### config.mk
export PLATFORM = sky130hd
export DESIGN_NAME = i2s_sample_rx
export DESIGN_NICKNAME = d
export VERILOG_FILES = /design/src/rtl/i2s_rx_pkg.sv /design/src/rtl/i2s_rx_sync.sv /design/src/rtl/i2s_sample_rx.sv
export SDC_FILE = /design/constraint.sdc
export NUM_CORES = 1
export LEC_CHECK = 0
export ABC_AREA = 1
export CAP_MARGIN = 30
export CORE_MARGIN = 4
export CORE_UTILIZATION = 41
export CTS_CLUSTER_SIZE = 8
export DETAILED_ROUTE_END_ITERATION = 8
export HOLD_SLACK_MARGIN = 0.02
export PLACE_DENSITY = 0.61
export SLEW_MARGIN = 20
export SYNTH_ARGS = -nofsm -noshare
export SYNTH_HDL_FRONTEND = slang
export SYNTH_HIERARCHICAL = 1
export SYNTH_SLANG_ARGS = --single-unit
### constraint.sdc
create_clock -name clk_i -period 1.9 [get_ports clk_i]
set_input_delay 0.38 -clock clk_i [delete_from_list [all_inputs] [get_ports clk_i]]
set_output_delay 0.38 -clock clk_i [all_outputs]
set_load 0.02 [all_outputs]
### src/rtl/i2s_rx_pkg.sv
// Shared types and sizes for the I2S sample receiver.
// Counter width covers the largest supported slot (64 bits).
package i2s_rx_pkg;

  typedef enum logic [1:0] {
    HUNT,
    CAPTURE,
    EMIT,
    SKIP
  } state_t;

  localparam int SLOT_W_MAX = 64;
  localparam int CNT_W      = $clog2(SLOT_W_MAX + 1);
  localparam int ERR_CNT_W  = 8;

endpackage

### src/rtl/i2s_rx_sync.sv
// Pin synchronisers for sck/ws/sd plus sck rising-edge detect.
// Shared by the I2S receive and transmit sides.
module i2s_rx_sync (
  input  logic i_clk,
  input  logic i_rst,
  input  logic i_sck,
  input  logic i_ws,
  input  logic i_sd,
  output logic o_sck_rise,
  output logic o_ws,
  output logic o_sd
);

  logic r_sck_s1;
  logic r_sck_s2;
  logic r_sck_s3;
  logic r_ws_s1;
  logic r_ws_s2;
  logic r_sd_s1;
  logic r_sd_s2;

  always_ff @(posedge i_clk or posedge i_rst) begin
    if (i_rst) begin
      r_sck_s1 <= 1'b0;
      r_sck_s2 <= 1'b0;
      r_sck_s3 <= 1'b0;
      r_ws_s1  <= 1'b0;
      r_ws_s2  <= 1'b0;
      r_sd_s1  <= 1'b0;
      r_sd_s2  <= 1'b0;
    end else begin
      r_sck_s1 <= i_sck;
      r_sck_s2 <= r_sck_s1;
      r_sck_s3 <= r_sck_s2;
      r_ws_s1  <= i_ws;
      r_ws_s2  <= r_ws_s1;
      r_sd_s1  <= i_sd;
      r_sd_s2  <= r_sd_s1;
    end
  end

  assign o_sck_rise = r_sck_s2 & ~r_sck_s3;
  assign o_ws       = r_ws_s2;
  assign o_sd       = r_sd_s2;

endmodule

### src/rtl/i2s_sample_rx.sv
// One-channel I2S deserialiser producing DWIDTH-bit samples plus a tick.
// Define I2S_RX_ERR_CNT_EN to add err_cnt_o / err_clr_i slot error counting.
module i2s_sample_rx
  import i2s_rx_pkg::*;
#(
  parameter int DWIDTH  = 8,
  parameter int SLOT_W  = 16,
  parameter int CHANNEL = 0
) (
  input  logic              clk_i,
  input  logic              rst_i,
  input  logic              sck_i,
  input  logic              ws_i,
  input  logic              sd_i,
`ifdef I2S_RX_ERR_CNT_EN
  input  logic              err_clr_i,
  output logic [ERR_CNT_W-1:0] err_cnt_o,
`endif
  output logic [DWIDTH-1:0] data_o,
  output logic              sample_tick_o,
  output logic              locked_o
);

  localparam logic             LP_CH   = (CHANNEL != 0);
  localparam logic [CNT_W-1:0] LP_DW   = CNT_W'(DWIDTH);
  localparam logic [CNT_W-1:0] LP_SLOT = CNT_W'(SLOT_W);

  logic              w_sck_rise;
  logic              w_ws;
  logic              w_sd;
  logic              w_ws_edge;
  logic [CNT_W-1:0]  w_cnt_nxt;
  logic [DWIDTH-1:0] w_shift_nxt;
  logic [DWIDTH-1:0] w_fill;

  state_t            r_state;
  logic [CNT_W-1:0]  r_cnt;
  logic [DWIDTH-1:0] r_shift;
  logic [DWIDTH-1:0] r_data;
  logic              r_tick;
  logic              r_locked;
  logic              r_ws_prev;
  logic              r_primed;

  i2s_rx_sync u_sync (
    .i_clk      (clk_i),
    .i_rst      (rst_i),
    .i_sck      (sck_i),
    .i_ws       (ws_i),
    .i_sd       (sd_i),
    .o_sck_rise (w_sck_rise),
    .o_ws       (w_ws),
    .o_sd       (w_sd)
  );

  // First rise after reset only seeds the ws history.
  assign w_ws_edge   = w_sck_rise & r_primed & (w_ws != r_ws_prev);
  assign w_cnt_nxt   = r_cnt + CNT_W'(1);
  assign w_shift_nxt = (r_shift << 1) | DWIDTH'(w_sd);
  assign w_fill      = r_shift << (LP_DW - r_cnt);

  always_ff @(posedge clk_i or posedge rst_i) begin
    if (rst_i) begin
      r_state   <= HUNT;
      r_cnt     <= '0;
      r_shift   <= '0;
      r_data    <= '0;
      r_tick    <= 1'b0;
      r_locked  <= 1'b0;
      r_ws_prev <= 1'b0;
      r_primed  <= 1'b0;
    end else begin
      r_tick <= 1'b0;
      if (w_sck_rise) begin
        r_ws_prev <= w_ws;
        r_primed  <= 1'b1;
      end
      unique case (r_state)
        HUNT: begin
          if (w_ws_edge && (w_ws == LP_CH)) begin
            r_state  <= CAPTURE;
            r_cnt    <= '0;
            r_locked <= 1'b1;
          end
        end
        CAPTURE: begin
          if (w_ws_edge) begin
            r_data  <= w_fill;
            r_tick  <= 1'b1;
            r_cnt   <= '0;
            r_state <= EMIT;
          end else if (w_sck_rise) begin
            r_shift <= w_shift_nxt;
            r_cnt   <= w_cnt_nxt;
            if (w_cnt_nxt == LP_DW) begin
              r_data  <= w_shift_nxt;
              r_tick  <= 1'b1;
              r_state <= EMIT;
            end
          end
        end
        EMIT: begin
          r_state <= SKIP;
        end
        SKIP: begin
          if (w_ws_edge) begin
            r_cnt <= '0;
            if (w_ws == LP_CH) begin
              r_state <= CAPTURE;
            end
          end else if (w_sck_rise && (r_cnt != LP_SLOT)) begin
            r_cnt <= w_cnt_nxt;
          end
        end
        default: r_state <= HUNT;
      endcase
    end
  end

`ifdef I2S_RX_ERR_CNT_EN
  logic                 w_short;
  logic                 w_long;
  logic [ERR_CNT_W-1:0] r_err_cnt;

  // Long slot is judged when the captured channel's slot closes.
  assign w_short = (r_state == CAPTURE) && w_ws_edge;
  assign w_long  = (r_state == SKIP) && w_ws_edge &&
                   (w_ws != LP_CH) && (r_cnt == LP_SLOT);

  always_ff @(posedge clk_i or posedge rst_i) begin
    if (rst_i) begin
      r_err_cnt <= '0;
    end else if (err_clr_i) begin
      r_err_cnt <= '0;
    end else if ((w_short || w_long) && (r_err_cnt != '1)) begin
      r_err_cnt <= r_err_cnt + ERR_CNT_W'(1);
    end
  end

  assign err_cnt_o = r_err_cnt;
`endif

  assign data_o        = r_data;
  assign sample_tick_o = r_tick;
  assign locked_o      = r_locked;

endmodule

==> impl_metrics.tcl <==
set metrics [dict create \
    status "finished, final reports clean" \
    yosys.area.top_type "dfrtp_1" \
    timing.fmax_ghz 0.545 \
    fin_crit_sh_pct 96.5 \
    slew_viol_final 0 \
    rows 25 \
    core_area_mm2 0.00475 \
    synth_compound_area_share_pct 12.7 \
    cts_tree "done" \
    layout-drive-gt1-share_pct 25.8 \
    cts_buffers 5 \
    place_congestion 0.846 \
    grt_max_degree 30 \
    crit_fanout 6 \
    die-area_mm2 0.00614 \
    required_ns 2.11 \
    postSynthCellCount 256 \
    fp.dieH_um 78.3 \
    r2r-start "r_cnt[1]" \
    post_drt_wl_per_cell_um 12.2 \
    grt_remaining_overflow 0 \
    worst_pin_slew_ns 0.688 \
    n_antenna_cell 0 \
    hold_violations 0 \
    synth_mux_area_share_pct 0 \
    ios 15 \
    ys_ff_latch 36 \
    start_util_pct 42.7 \
    yosys_warnings 6 \
    setup_slack_ns 0.0658 \
    grt_pass1_wl_um 7320 \
    dpl.hpwl_um 3170 \
    grt_setup_unrepaired "true" \
    clock_skew_ns 0.00189 \
    route.vias.total 1786 \
    startpoint_type "register" \
    synth_top_family_by_area "simple AND/OR/NAND/NOR gates" \
    synth_top_area_share_pct 44.4 \
    critPathCaptureType "register" \
    root_buffer "clkbuf_8" \
    criticalPathCategory "register to register" \
    ir_drop_mv 0.711 \
    synthAdderAreaFrac_pct 4.32 \
    maxCapViolCount 0 \
    worst_hold_path_type "input port to async pin" \
    h-tree-depth 2 \
    avgSynthCellArea_um2 7.92 \
    ff2ff_path_depth 11 \
    drcViolationCount 0 \
    antenna_left 0 \
    drt_iter0_markers 93 \
    synthTopCellsByArea "dfrtp_1, nand2_1, nand3_1" \
    final_core_util_pct 54.5 \
    final.min_clock_period_ns 1.83 \
    synthesis.nets 268 \
    antenna_found_initial 0 \
    die_width_um 78.3 \
    portBuffers 14 \
    synth-xor-area-share_pct 2.16 \
    synth.distinct_cells 35 \
    pre_cts_ws_ns -0.0876 \
    multiInputGateArea_mm2 0.00109 \
    cp.arrival_ns 2.05 \
    synth_area_mm2 0.00203 \
    setup_tns_ns 0 \
    synth-simple-area-share_pct 28.1 \
    wl_um 4380 \
    area_growth_pct 27.8 \
    n_fill_cell 465 \
    grt_use_total_pct 15.0 \
    ys_seq_area_share_pct 44.4 \
    num-nets-final 302 \
    clk_pin_slew_ns 0.08 \
    ff2ff_setup_slack_ns 0.07 \
    holdBufCountCts 0 \
    drt_pass1_iterations 4 \
    grt_pass1_vias 1606 \
    worstSkewPairLatency_ns 0.29 \
    seqCellArea_um2 901 \
    cts.sinks 36 \
    powerDensity_mw_per_mm2 1370 \
    p_leak_nw 1.14 \
    setup_viol 0 \
    critPathLaunch "r_cnt[1]" \
    maxSlewHeadroom_pct 53.7 \
    clock_path_buffers 2 \
    vias_per_cell 4.99 \
]
==> path summary, 6_finish.rpt <==
check,to
worst min-delay path,u_sync/o_ws
worst max-delay path,data_o[1]
min in group clk_i,u_sync/r_sck_s2
worst max register to register,data_o[1]
max in group asynchronous,r_cnt[6]
worst min register to register,u_sync/r_sck_s2
==> cell type report <==
class	count	share of cell area, %
Clock inverter	3	0.917
Clock buffer	5	2.66
Inverter	31	4.88
Sequential cell	36	34.8
Tap cell	67	3.24
Timing Repair Buffer	34	11.6
Multi-Input combinational cell	182	41.9
==> sequential cells by signal, indices dropped and copies added (netlist names) <==
| name | cells |
|---|---|
| r_state | 2 |
| r_primed | 1 |
| u_sync/r_ws_s1 | 1 |
| data_o | 8 |
| r_ws_prev | 1 |
| r_cnt | 7 |
| u_sync/r_sck_s1 | 1 |
| u_sync/r_sd_s1 | 1 |
| u_sync/o_sd | 1 |
| u_sync/r_sck_s3 | 1 |
| u_sync/o_ws | 1 |
| r_shift | 8 |
| u_sync/r_sck_s2 | 1 |
| locked_o | 1 |
| sample_tick_o | 1 |
==> stage by stage <==
| step | hold WS (ns) | power (mW) | std cells | area, µm² |
|---|---|---|---|---|
| finish | 0.332 | 3.55 | 358 | 2590 |
| global route | 0.345 | 3.84 | 358 | 2590 |
| CTS | 0.328 | 3.31 | 351 | 2400 |
| detailed placement | 0.337 | 2.71 | 340 | 2280 |
| global placement | 0.335 | 2.69 | 340 | 2280 |
| floorplan | 0.183 | 2.19 | 256 | 2030 |
==> metal layers <==
layer | vias to the layer above | routed length [µm] | track usage (%)
met5 | - | 0 | 0
met4 | 0 | 89 | 6.29
met3 | 10 | 204 | 2.87
met2 | 39 | 1970 | 23.7
met1 | 837 | 2120 | 20.2
li1 | 900 | - | -
==> where the power goes <==
part	total, mW	leakage (nW)	internal (mW)	switching [mW]
Combinational	1.84	0.648	0.778	1.06
Sequential	1.16	0.450	0.979	0.177
Clock	0.555	0.0404	0.259	0.296
==> cell usage in the layout, fill, tap and decap left out, types with 7 or more instances in the layout <==
| cell | count |
|---|---|
| buf_4 | 17 |
| nor2_1 | 17 |
| nand2_2 | 8 |
| nand2_1 | 53 |
| dfrtp_1 | 36 |
| o21ai_0 | 17 |
| nand3_1 | 23 |
| a21oi_1 | 7 |
| clkdlybuf4s50_1 | 14 |
| inv_1 | 23 |
| nor2_2 | 8 |
==> cells by family after synthesis <==
family	count (synthesis)
AND/OR/NAND/NOR	128
AO/OA/AOI/OAI	42
buffers and inverters	38
flip-flops	36
adder cells (fa/ha/maj)	7
XOR/XNOR	5
==> timing repair <==
| action | 4_1_cts | 5_1_grt |
|---|---|---|
| pin swaps | 1 | 14 |
| setup endpoints to repair | 4 | 22 |
| gates resized for setup | 2 | 40 |
| buffers inserted | 3 | 7 |
==> worst max-delay path, stage by stage, from the launching register on <==
cell     delay, ns
dfrtp_1       0.42
ha_2          0.22
nand2_2       0.07
nor2_2        0.10
xor2_1        0.21
nand2_1       0.09
nor2_2        0.13
nand3_2       0.10
nand2_4       0.12
buf_6         0.14
nor2_2        0.03
a31oi_1       0.12
==> cell usage after synthesis <==
cell type	n
nand2_4	1
nand3_2	2
nor2_2	6
a21oi_1	11
buf_8	1
o22ai_1	3
a31oi_2	1
nand4_1	5
dfrtp_1	36
nand2_1	62
buf_4	1
buf_6	1
o21ai_0	17
or2_2	1
and3_1	1
a31oi_1	2
a31o_2	1
nand2_2	2
clkinv_1	2
inv_1	25
buf_2	1
o31ai_1	2
clkbuf_1	3
o21ai_1	1
a21oi_2	1
ha_1	7
o21a_1	1
a21oi_4	1
clkinv_2	1
xor2_1	4
inv_2	3
nor2_1	22
a22oi_2	1
xnor2_1	1
nand3_1	26
Power figures use the tool's default switching activity.
==> RTL change, RTL diff (config.mk and constraints unchanged) <==
Change the parameter `DWIDTH` from 8 to 9.
--- a/src/rtl/i2s_sample_rx.sv
+++ b/src/rtl/i2s_sample_rx.sv
@@ -5,3 +5,3 @@
 #(
-  parameter int DWIDTH  = 8,
+  parameter int DWIDTH  = 9,
   parameter int SLOT_W  = 16,
Ports: changed (resized data_o); port bits go from 15 to 16. The function was not compared with the original's and may differ.
==> RTL change against the original RTL <==
  * The flow now finishes with violations (negative setup slack)
  * Count of clock-buffer cells in the layout stayed put
  * Cell area increased by 14%
  * Wire length grew 14%
  * Synthesized cell count is 6.6% higher
  * Sequential cell count grew 2
  * Area after synthesis is 8.3% higher
  * Via count grew 6.3%
  * Utilization is 2.7 points higher
  * First-iteration DRC count up 77%
  * Worst setup slack got worse by 0.11 ns
  * Global-route usage is 1.9 points higher
  * Total power up 7.6%
  * Critical path type unchanged
  * Highest routed layer unchanged
==> RTL change: results <==
<?xml version="1.0" encoding="UTF-8"?>
<metrics>
  <group name="timing">
    <metric name="layout_setup_ws" unit="ns">-0.0455</metric>
    <metric name="worstMarginPinSlew" unit="ns">0.404</metric>
    <metric name="skew" unit="ns">0.00375</metric>
    <metric name="finalSetupTns" unit="ns">-0.187</metric>
    <metric name="final-setup-viol-count" unit="">7</metric>
  </group>
  <group name="finish">
    <metric name="comb.multi_input.count" unit="">193</metric>
    <metric name="seqAreaFraction" unit="%">32.5</metric>
    <metric name="share_of_cell_area_taken_by_multi_input_logic_gates" unit="%">44.0</metric>
    <metric name="layout_non_clock_buf_share" unit="%">12.1</metric>
    <metric name="final-clk-cell-share" unit="%">3.87</metric>
    <metric name="fin_nets" unit="">326</metric>
  </group>
  <group name="synthesis">
    <metric name="synth_nets" unit="">287</metric>
    <metric name="synthDistinctLibCells" unit="">34</metric>
    <metric name="post_synth.cell_area_avg" unit="µm²">8.05</metric>
  </group>
  <group name="run_status">
    <metric name="failing_checks" unit="">negative setup slack</metric>
    <metric name="status" unit="">finished, violations left</metric>
  </group>
  <group name="power_and_ir_drop">
    <metric name="worst_ir_drop_vdd" unit="V">0.000641</metric>
    <metric name="sw_frac_of_total" unit="%">42.0</metric>
    <metric name="total_leakage_power" unit="µW">0.00128</metric>
  </group>
  <group name="detailed_routing">
    <metric name="wire_per_inst" unit="µm">13.1</metric>
    <metric name="detailedRoute.firstIterationViolations" unit="">165</metric>
    <metric name="route.detailed.vias_per_inst" unit="">4.96</metric>
    <metric name="route.layer.met1.wl" unit="µm">2360</metric>
    <metric name="detailroute.wirelength.met3" unit="µm">234</metric>
  </group>
  <group name="grt">
    <metric name="grt_max_degree" unit="">32</metric>
    <metric name="first_pass_grt_wire_length" unit="µm">8490</metric>
  </group>
  <group name="setup_path">
    <metric name="critPathMaxFanout" unit="">8</metric>
    <metric name="critPathMaxStageDelay" unit="ns">0.46</metric>
    <metric name="crit_arrival" unit="ns">2.17</metric>
  </group>
  <group name="placement">
    <metric name="place_area" unit="µm²">2540</metric>
    <metric name="place_ws" unit="ns">-0.113</metric>
  </group>
</metrics>
## RTL change: logic make-up after synthesis
family,Yosys count,synth area share [%]
AO/OA/AOI/OAI,55,14.1
XOR/XNOR,6,2.39
adder cells (fa/ha/maj),9,5.13
buffers and inverters,42,8.26
flip-flops,38,43.3
AND/OR/NAND/NOR,123,26.9
## RTL change: path summary, 6_finish.rpt
check	endpoint	slack (ns)
min in group clk_i	u_sync/o_ws$_DFF_PP0_	0.35
max in group asynchronous	r_cnt[3]$_DFFE_PP0P_	1.10
worst max-delay path	data_o[1]$_DFFE_PP0P_	-0.05
worst min register to register	u_sync/o_ws$_DFF_PP0_	0.35
worst min-delay path	u_sync/r_sd_s1$_DFF_PP0_	0.32
worst max register to register	data_o[1]$_DFFE_PP0P_	-0.05
## RTL change: metal layers
metal | global-route usage [%] | vias up
met3 | 4.32 | 9
li1 | - | 963
met5 | 0 | -
met4 | 6.42 | 0
met2 | 25.5 | 40
met1 | 23.4 | 887
